### src/rtl/qpsk_link_sched.sv
// QPSK link timing/phase controller: symbol enable, RX phase sweep with error windows, lock and re-sweep.
// Optional per-link statistics counters are built when QPSK_LINK_SCHED_STATS_EN is defined.
module qpsk_link_sched #(
    parameter int unsigned OS       = 4,
    parameter int unsigned WIN_LOG2 = 10,
    parameter int unsigned SETTLE   = 4,
    parameter int unsigned LOCK_THR = 8,
    parameter int unsigned ERR_W    = 16
) (
    input  logic                    CLK100MHZ,
    input  logic                    rst,
    input  logic [1:0]              i_switch,
    input  logic                    i_err_valid,
    input  logic                    i_err,
    output logic                    o_en_sym,
    output logic [$clog2(OS)-1:0]   o_phase,
    output logic                    o_lock,
    output logic [$clog2(OS)-1:0]   o_best_phase,
    output logic [ERR_W-1:0]        o_err_win
`ifdef QPSK_LINK_SCHED_STATS_EN
    ,
    output logic [31:0]             o_sym_total,
    output logic [31:0]             o_err_total
`endif
);

    localparam int unsigned PW = $clog2(OS);
    localparam int unsigned SW = (SETTLE < 1) ? 1 : $clog2(SETTLE + 1);
    localparam int unsigned WW = WIN_LOG2;
    localparam logic [ERR_W-1:0] ERR_MAX = '1;

    typedef enum logic [1:0] {
        S_IDLE   = 2'd0,
        S_SWEEP  = 2'd1,
        S_LOCKED = 2'd2
    } state_t;

    state_t           r_state;
    logic             r_run;
    logic [PW-1:0]    r_cnt;
    logic [SW-1:0]    r_settle;
    logic [WW-1:0]    r_win_cnt;
    logic [ERR_W-1:0] r_err_cnt;
    logic [ERR_W-1:0] r_min;

    logic             w_slot;
    logic             w_win_end;
    logic             w_better;
    logic [ERR_W-1:0] w_err_next;

    // A slot is any comparator pulse while the link is enabled and out of IDLE
    assign w_slot     = i_err_valid && (r_state != S_IDLE) && i_switch[1];
    assign w_err_next = (r_err_cnt == ERR_MAX) ? r_err_cnt : r_err_cnt + ERR_W'(i_err);
    assign w_win_end  = w_slot && (r_settle == SW'(0)) && (r_win_cnt == {WW{1'b1}});
    assign w_better   = w_err_next < r_min;

    // Symbol enable: r_run delays the count start so the first pulse lands OS clocks after enable
    always_ff @(posedge CLK100MHZ or negedge rst) begin
        if (!rst) begin
            r_run    <= 1'b0;
            r_cnt    <= '0;
            o_en_sym <= 1'b0;
        end else begin
            r_run <= i_switch[0];
            if (!i_switch[0]) begin
                r_cnt    <= '0;
                o_en_sym <= 1'b0;
            end else if (r_run) begin
                r_cnt    <= (r_cnt == PW'(OS - 1)) ? '0 : r_cnt + PW'(1);
                o_en_sym <= (r_cnt == PW'(OS - 2));
            end else begin
                o_en_sym <= 1'b0;
            end
        end
    end

    // Sweep/lock controller with registered outputs
    always_ff @(posedge CLK100MHZ or negedge rst) begin
        if (!rst) begin
            r_state      <= S_IDLE;
            r_settle     <= SW'(SETTLE);
            r_win_cnt    <= '0;
            r_err_cnt    <= '0;
            r_min        <= '1;
            o_phase      <= '0;
            o_lock       <= 1'b0;
            o_best_phase <= '0;
            o_err_win    <= '0;
`ifdef QPSK_LINK_SCHED_STATS_EN
            o_sym_total  <= '0;
            o_err_total  <= '0;
`endif
        end else begin
            case (r_state)
                S_IDLE: begin
                    if (i_switch[1]) begin
                        r_state   <= S_SWEEP;
                        o_phase   <= '0;
                        o_lock    <= 1'b0;
                        r_min     <= '1;
                        r_settle  <= SW'(SETTLE);
                        r_win_cnt <= '0;
                        r_err_cnt <= '0;
`ifdef QPSK_LINK_SCHED_STATS_EN
                        o_sym_total <= '0;
                        o_err_total <= '0;
`endif
                    end
                end
                default: begin
                    if (!i_switch[1]) begin
                        r_state   <= S_IDLE;
                        o_lock    <= 1'b0;
                        r_settle  <= SW'(SETTLE);
                        r_win_cnt <= '0;
                        r_err_cnt <= '0;
                    end else begin
`ifdef QPSK_LINK_SCHED_STATS_EN
                        if ((r_state == S_LOCKED) && i_err_valid) begin
                            o_sym_total <= o_sym_total + 32'd1;
                            o_err_total <= o_err_total + 32'(i_err);
                        end
`endif
                        if (w_slot) begin
                            if (r_settle != SW'(0)) begin
                                r_settle <= r_settle - SW'(1);
                            end else if (!w_win_end) begin
                                r_win_cnt <= r_win_cnt + WW'(1);
                                r_err_cnt <= w_err_next;
                            end else begin
                                r_win_cnt <= '0;
                                r_err_cnt <= '0;
                                o_err_win <= w_err_next;
                                if (r_state == S_SWEEP) begin
                                    r_settle <= SW'(SETTLE);
                                    if (w_better) begin
                                        r_min        <= w_err_next;
                                        o_best_phase <= o_phase;
                                    end
                                    if (o_phase != PW'(OS - 1)) begin
                                        o_phase <= o_phase + PW'(1);
                                    end else begin
                                        // Last phase: jump straight to the winner, which may be this phase
                                        if (!w_better) begin
                                            o_phase <= o_best_phase;
                                        end
                                        r_state <= S_LOCKED;
                                        o_lock  <= 1'b1;
                                    end
                                end else if (w_err_next > ERR_W'(LOCK_THR)) begin
                                    r_state  <= S_SWEEP;
                                    o_lock   <= 1'b0;
                                    o_phase  <= '0;
                                    r_min    <= '1;
                                    r_settle <= SW'(SETTLE);
`ifdef QPSK_LINK_SCHED_STATS_EN
                                    o_sym_total <= '0;
                                    o_err_total <= '0;
`endif
                                end
                            end
                        end
                    end
                end
            endcase
        end
    end

endmodule

### config.mk
export PLATFORM = sky130hd
export DESIGN_NAME = qpsk_link_sched
export DESIGN_NICKNAME = d
export VERILOG_FILES = /design/src/rtl/qpsk_link_sched.sv
export SDC_FILE = /design/constraint.sdc
export NUM_CORES = 1
export LEC_CHECK = 0
export CAP_MARGIN = 25
export CORE_ASPECT_RATIO = 2
export CORE_MARGIN = 2
export CORE_UTILIZATION = 60
export CTS_CLUSTER_SIZE = 8
export DETAILED_ROUTE_END_ITERATION = 12
export GPL_ROUTABILITY_DRIVEN = 1
export GPL_TIMING_DRIVEN = 0
export PLACE_DENSITY = 0.89
export SYNTH_ARGS = -nofsm -noshare
export SYNTH_HDL_FRONTEND = slang
export SYNTH_SLANG_ARGS = --single-unit
export TNS_END_PERCENT = 5
### constraint.sdc
create_clock -name CLK100MHZ -period 5.54 [get_ports CLK100MHZ]
set_clock_uncertainty 0.05 [all_clocks]
set_input_delay 1.108 -clock CLK100MHZ [delete_from_list [all_inputs] [get_ports CLK100MHZ]]
set_output_delay 1.108 -clock CLK100MHZ [all_outputs]
set_load 0.02 [all_outputs]
; Word-level counts from Yosys, hierarchy flattened
; Index checks and enable logic that the tools add are counted.
[classes]
n_addsub = 5
magnitude_cmp = 2
n_eq_ne = 17
muxes = 63
bitwise_logic = 2
n_reduce_logical = 18
[ops]
columns = cell, count
row1 = 16-bit 2-to-1 mux, 16
row2 = 10-bit 2-to-1 mux, 6
row3 = 2-bit 2-to-1 mux, 22
row4 = 3-bit 2-to-1 mux, 8
row5 = 6-bit AND reduction, 3
row6 = 16-bit by 1-bit adder with 16-bit output, 1
row7 = 16-bit == test (second input constant), 1
row8 = 16-bit by 4-bit greater-than comparator with 1-bit output (second input constant), 1
row9 = 16-bit less-than comparator, 1
row10 = 1-bit 2-to-1 mux, 11
row11 = 10-bit by 1-bit adder with 10-bit output (second input constant), 1
row12 = 10-bit == test (second input constant), 1
row13 = 5-bit AND reduction, 2
row14 = 4-bit by 1-bit inequality test with 1-bit output (second input constant), 2
row15 = 3-bit by 1-bit inequality test with 1-bit output (second input constant), 2
row16 = 3-bit by 2-bit inequality test with 1-bit output (second input constant), 2
row17 = 2-bit nonzero test, 3
row18 = 3-bit nonzero test, 2
row19 = 5-bit by 1-bit inequality test with 1-bit output (second input constant), 1
row20 = 2-bit by 1-bit adder with 2-bit output (second input constant), 2
row21 = 2-bit == test (second input constant), 2
row22 = 1-bit logical AND, 4
row23 = 2-bit by 1-bit inequality test with 1-bit output (second input constant), 2
row24 = 2-bit inequality test (second input constant), 2
row25 = 8 further kinds, 9
[word_totals]
reg_bits = 72
input_bits = 6
out_inout_bits = 22
word_cells = 119

; Longest topological paths before layout
[logic_depth]
depth_word = 11
mapped_depth = 18
ltp_nobuf = 16

; Worst setup path before layout
; No wires, ideal clock.
[synth_path]
path_type = input to register
startpoint = in i_err
endpoint = reg o_best_phase[0]
t_arrival_ns = 4.382
path_slack_ns = 0.981
cell_stages = 17
path_buffers = 2
path_cell_list = ha_1 > ha_1 > and3_1 > clkbuf_1 > nand3_4 > or4_1 > and2_1 > inv_1 > ha_1 > and4_1 > nand2_1 > a21oi_1 > nand4_1 > o41ai_4 > or3_1 > buf_4 > mux2_1
[synth_between]
elab_chain_len = 4
[synth_rtl]
columns = element, line_no
row1 = from (decl), 14  ; input logic i_err,
row2 = 16-bit by 1-bit adder with 16-bit output, 53  ; assign w_err_next = (r_err_cnt == ERR_MAX) ? r_err_cnt : r_err_cnt + ERR_W'(i_err);
row3 = 16-bit 2-to-1 mux, 53
row4 = net w_err_next[14], 49  ; logic [ERR_W-1:0] w_err_next;
row5 = 16-bit less-than comparator, 55  ; assign w_better = w_err_next < r_min;
row6 = 2-bit 2-to-1 mux, -
row7 = to (signal assigned), 138  ; o_best_phase <= o_phase;
row8 = to (decl), 18  ; output logic [$clog2(OS)-1:0] o_best_phase,
; The timed path passes the listed nets, and every way through them passes these cells.
; A chain may end at the register's enable or synchronous reset.

; Final worst setup path
[layout_path]
startpoint = in i_err
endpoint = reg r_min[2]
[layout_between]
elab_chain_len = 9
word_cells_on_any_way = 14
[layout_rtl]
columns = element, line_no
row1 = 16-bit by 1-bit adder with 16-bit output *, 53
row2 = 16-bit 2-to-1 mux *, 53
row3 = "parallel branches: the longest is 7 deep, another holds 16-bit less-than comparator", -
row4 = to (signal assigned), 137  ; r_min <= w_err_next;
row5 = to (decl), 44  ; logic [ERR_W-1:0] r_min;
; Every way passes the cells marked *. The select of a mux whose other input is x is not followed.

==> metrics.log <==
[metrics] Async S/R FF share, synth: 1.00
[metrics] Max Slew Vio Count: 0
[metrics] primary flip-flop cell chosen by synthesis mapping: dfrtp_1
[metrics] most frequent cell on the critical path: ha_1
[metrics] commonest cells after routing, fill and taps aside: 54 x nand2_1, 54 x dfrtp_1, 45 x o21ai_0
[metrics] Root Buffer Master: clkbuf_16
[metrics] Post-synth EDFFs: 0
[metrics] Seq cells post-synth: between 70 and 80
[metrics] Hold WC Path Type: reg2reg
[metrics] clock latency of the later-clocked register in the worst-skew pair: between 300 and 400 ps
[metrics] Crit-path slowest cell: clkdlybuf4s50_1
[metrics] post-CTS setup buffers: 0
[metrics] post-layout min period: approximately 5300 ps
[metrics] CTS H-tree lvls: 3
[metrics] remaining global-route overflow: 0
[metrics] Synth Warn #: 0
[metrics] layout cell share with drive strength beyond 1: 0.150
[metrics] iteration count of the initial detailed-routing pass: 5
[metrics] vias per cell: approximately 6.6
[metrics] max incr delay on CP: roughly 420 ps
[metrics] outcome: completed
[metrics] type of the setup path with the least slack: in2reg
[metrics] routed length on met1: ~4.2 mm
[metrics] global routing usage summed across all routing layers: 0.308
[metrics] hold violation total from the final report: 0
[metrics] CTS max path bufs: 2
[metrics] Std-Cell Rows: 44
[metrics] Worst-path clk slew: roughly 60 ps
[metrics] first-pass GRT wire length: around 19 mm
[metrics] Mapped Nets: between 500 and 600
[metrics] RSZ-0062 raised after global routing: false
[metrics] met3 WL: 594 um
[metrics] tightest slew margin relative to the limit: 0.392
[metrics] TritonCTS clock tree: yes
[metrics] largest fanout on the critical path: 10
[metrics] count of filler cells inserted in the layout: between 500 and 600
[metrics] largest net degree at the start of global routing: 72
[metrics] post-synth cell types: just under 70
[metrics] remaining antenna violation count after routing: 0
[metrics] proportion of synthesized chip area in sequential cells: 0.405
[metrics] count of routing violations after the opening detailed-route iteration: between 300 and 400
[metrics] worst supply voltage drop on vdd: approximately 0.00024 V
[metrics] proportion of netlist area held by the largest area contributor: 0.304
[metrics] part of the cycle the worst path needs: 0.964
[metrics] Ports: 28
[metrics] number of cells upsized or downsized after cts: 0
[metrics] number of port buffers: 27
[metrics] Die W: between 60 and 70 um
[metrics] cell area after synthesis: around 0.0044 sq mm
[metrics] total met2 wirelength after detailed routing: around 6 mm
[metrics] cts bufs inserted: 9
[metrics] uppermost layer routed: met4
[metrics] ranking of synthesized cells by area: dfrtp_1 30%, dfstp_2 10%, ha_1 5.4%, o21ai_0 5.1%, nand2_1 4.6%
[metrics] number of hold-repair buffers added at the cts stage: 0
[metrics] post-placement cell area: between 0.004 and 0.005 sq mm
[metrics] total via count after detailed routing: between 4,000 and 5,000
[metrics] number of global-route vias before repair: ~4,000
[metrics] Final Wtd Congestion: about 0.95
[metrics] hold slack final: between 400 and 500 ps
[metrics] Arrival @ worst endpoint: roughly 5600 ps
[metrics] ANT cells: 0
[metrics] Nets: 540
[metrics] sort of element at the start of the critical path: input port
[metrics] vertical extent of the die: between 100 and 150 um
[metrics] static leakage: between 0.002 and 0.0025 uW
[metrics] Die ar.: 0.00815 sq mm
[metrics] CP cell instances: clkdlybuf4s50_1 > ha_1 > ha_1 > and3_1 > clkbuf_1 > and3_1 > and2_1 > xnor2_1 > inv_1 > ha_1 > nor2b_1 > a211o_1 > o311ai_0 > o21ai_0 > a21oi_2 > o41ai_4 > a21oi_2 > buf_6 > a2bb2oi_1
[metrics] required time of the worst setup path: between 5000 and 6000 ps
[metrics] post-layout total power: roughly 1500 uW
[metrics] effective utilization at floorplan: 0.616
[metrics] post-synthesis average cell area: ~9.3 sq um
[metrics] total non-filler cell area in the finished layout: about 0.0051 sq mm
[metrics] DPL Wire Length: 8.11 mm
[metrics] Residual DRC: 0
[metrics] number of standard cells after synthesis: approximately 480
[metrics] initial antenna violation count: 0
[metrics] post-synthesis to final-layout area growth: 15.3%
[metrics] upper clock frequency limit: around 190 MHz
[metrics] Synth area leader: dfrtp_1
[metrics] detail-routed net length per standard cell: approximately 19 um
[metrics] placeable core region: between 0.007 and 0.008 sq mm
[metrics] actual slew at the worst max-slew pin: approximately 900 ps
[metrics] PD cells: between 200 and 300 mW/mm^2
[metrics] crit end category: flip-flop
[metrics] number of violations of the max-capacitance limit: 0
[metrics] total detailed-routing wirelength: between 10 and 15 mm
[metrics] Num Clock Sinks: 71
[metrics] final core area utilization: 0.711
[metrics] final setup violation count: 0
==> final cells by class <==
class,count,area (sq um),share of cell area
plain buffers,25,159,0.0310
clock buffers,10,229,0.0447
clock inverters,6,70.1,0.0137
inverters,29,109,0.0212
multi-input cells,352,2380,0.464
flip-flops and latches,71,1800,0.351
well taps,92,115,0.0225
repair buffers,27,268,0.0522
==> cell families (layout without fill, tap and decap cells) <==
group,Yosys count,after routing,share of synthesized area
and+or+nand+nor,178,178,0.215
AOI/OAI and AO/OA,126,126,0.204
DFF,71,71,0.405
buffers and inverters,54,97,0.0603
adders and majority gates,19,19,0.0535
xor gates and xnor gates,18,18,0.0355
muxes,11,11,0.0270
==> worst max-delay path: cells and delay by family <==
kind            cells  cell delay (ps)
buf+inv             4              970
fa+ha+maj           3              700
compound gates      7             1590
simple gates        4              770
xor+xnor            1              420
==> power by group <==
| part | switching, uW | total (uW) | leakage, uW | internal (uW) |
|---|---|---|---|---|
| registers | 23.5 | 572 | 0.000924 | 549 |
| logic | 199 | 301 | 0.00137 | 102 |
| clock network | 235 | 585 | 0.000135 | 351 |
| total | 457 | 1460 | 0.00243 | 1000 |
==> state kept, by name, summed over array words and instances (netlist names), 2 cells and up <==
register	count
r_settle	3
r_min	16
o_err_win	16
o_best_phase	2
r_err_cnt	16
o_phase	2
r_win_cnt	10
r_cnt	2
==> cells in the mapped netlist, types with 5 or more instances <==
cell type and instances:
or4_1 5, nand3_1 12, o22a_1 6, o21ai_0 45, o211ai_1 5, nand4_1 14
clkbuf_1 10, nor2_1 32, and3_1 11, or3_1 6, a2bb2oi_2 8, nor2b_1 5
inv_1 29, xnor2_1 9, dfstp_2 17, nor3_1 6, o31ai_1 8, ha_1 19
xor2_1 9, and2_1 7, buf_4 5, nand2_1 54, dfrtp_1 54, a21oi_1 18
and4_1 5
==> path summary, 6_finish.rpt <==
path,startpoint,end,slack [ps],cells after the start
setup / recovery,i_err,r_min[2],200,19
hold / removal,o_err_win[12],o_err_win[12],430,2
setup reg to reg,r_err_cnt[0],r_min[2],960,18
hold reg to reg,o_err_win[12],o_err_win[12],430,2
max in group asynchronous,rst,o_best_phase[1],4000,1
min in group asynchronous,rst,r_err_cnt[6],810,1
==> routing by layer <==
layer  global-route usage  up-vias
met5                    0        -
met3               0.0580       72
li1                     -     1807
met4                0.219        0
met2                0.518      193
met1                0.337     1944
==> metrics by stage <==
step / cells / setup TNS (ps) / setup slack (ps)
after CTS: 612 / 0 / 214
after detailed placement: 596 / -106 / -49.3
after floorplan: 477 / 0 / 981
after global routing: 612 / 0 / 28.2
after global placement: 596 / -46.9 / -46.9
final: 612 / 0 / 199
Note: power is estimated with default switching activity, not from simulation.
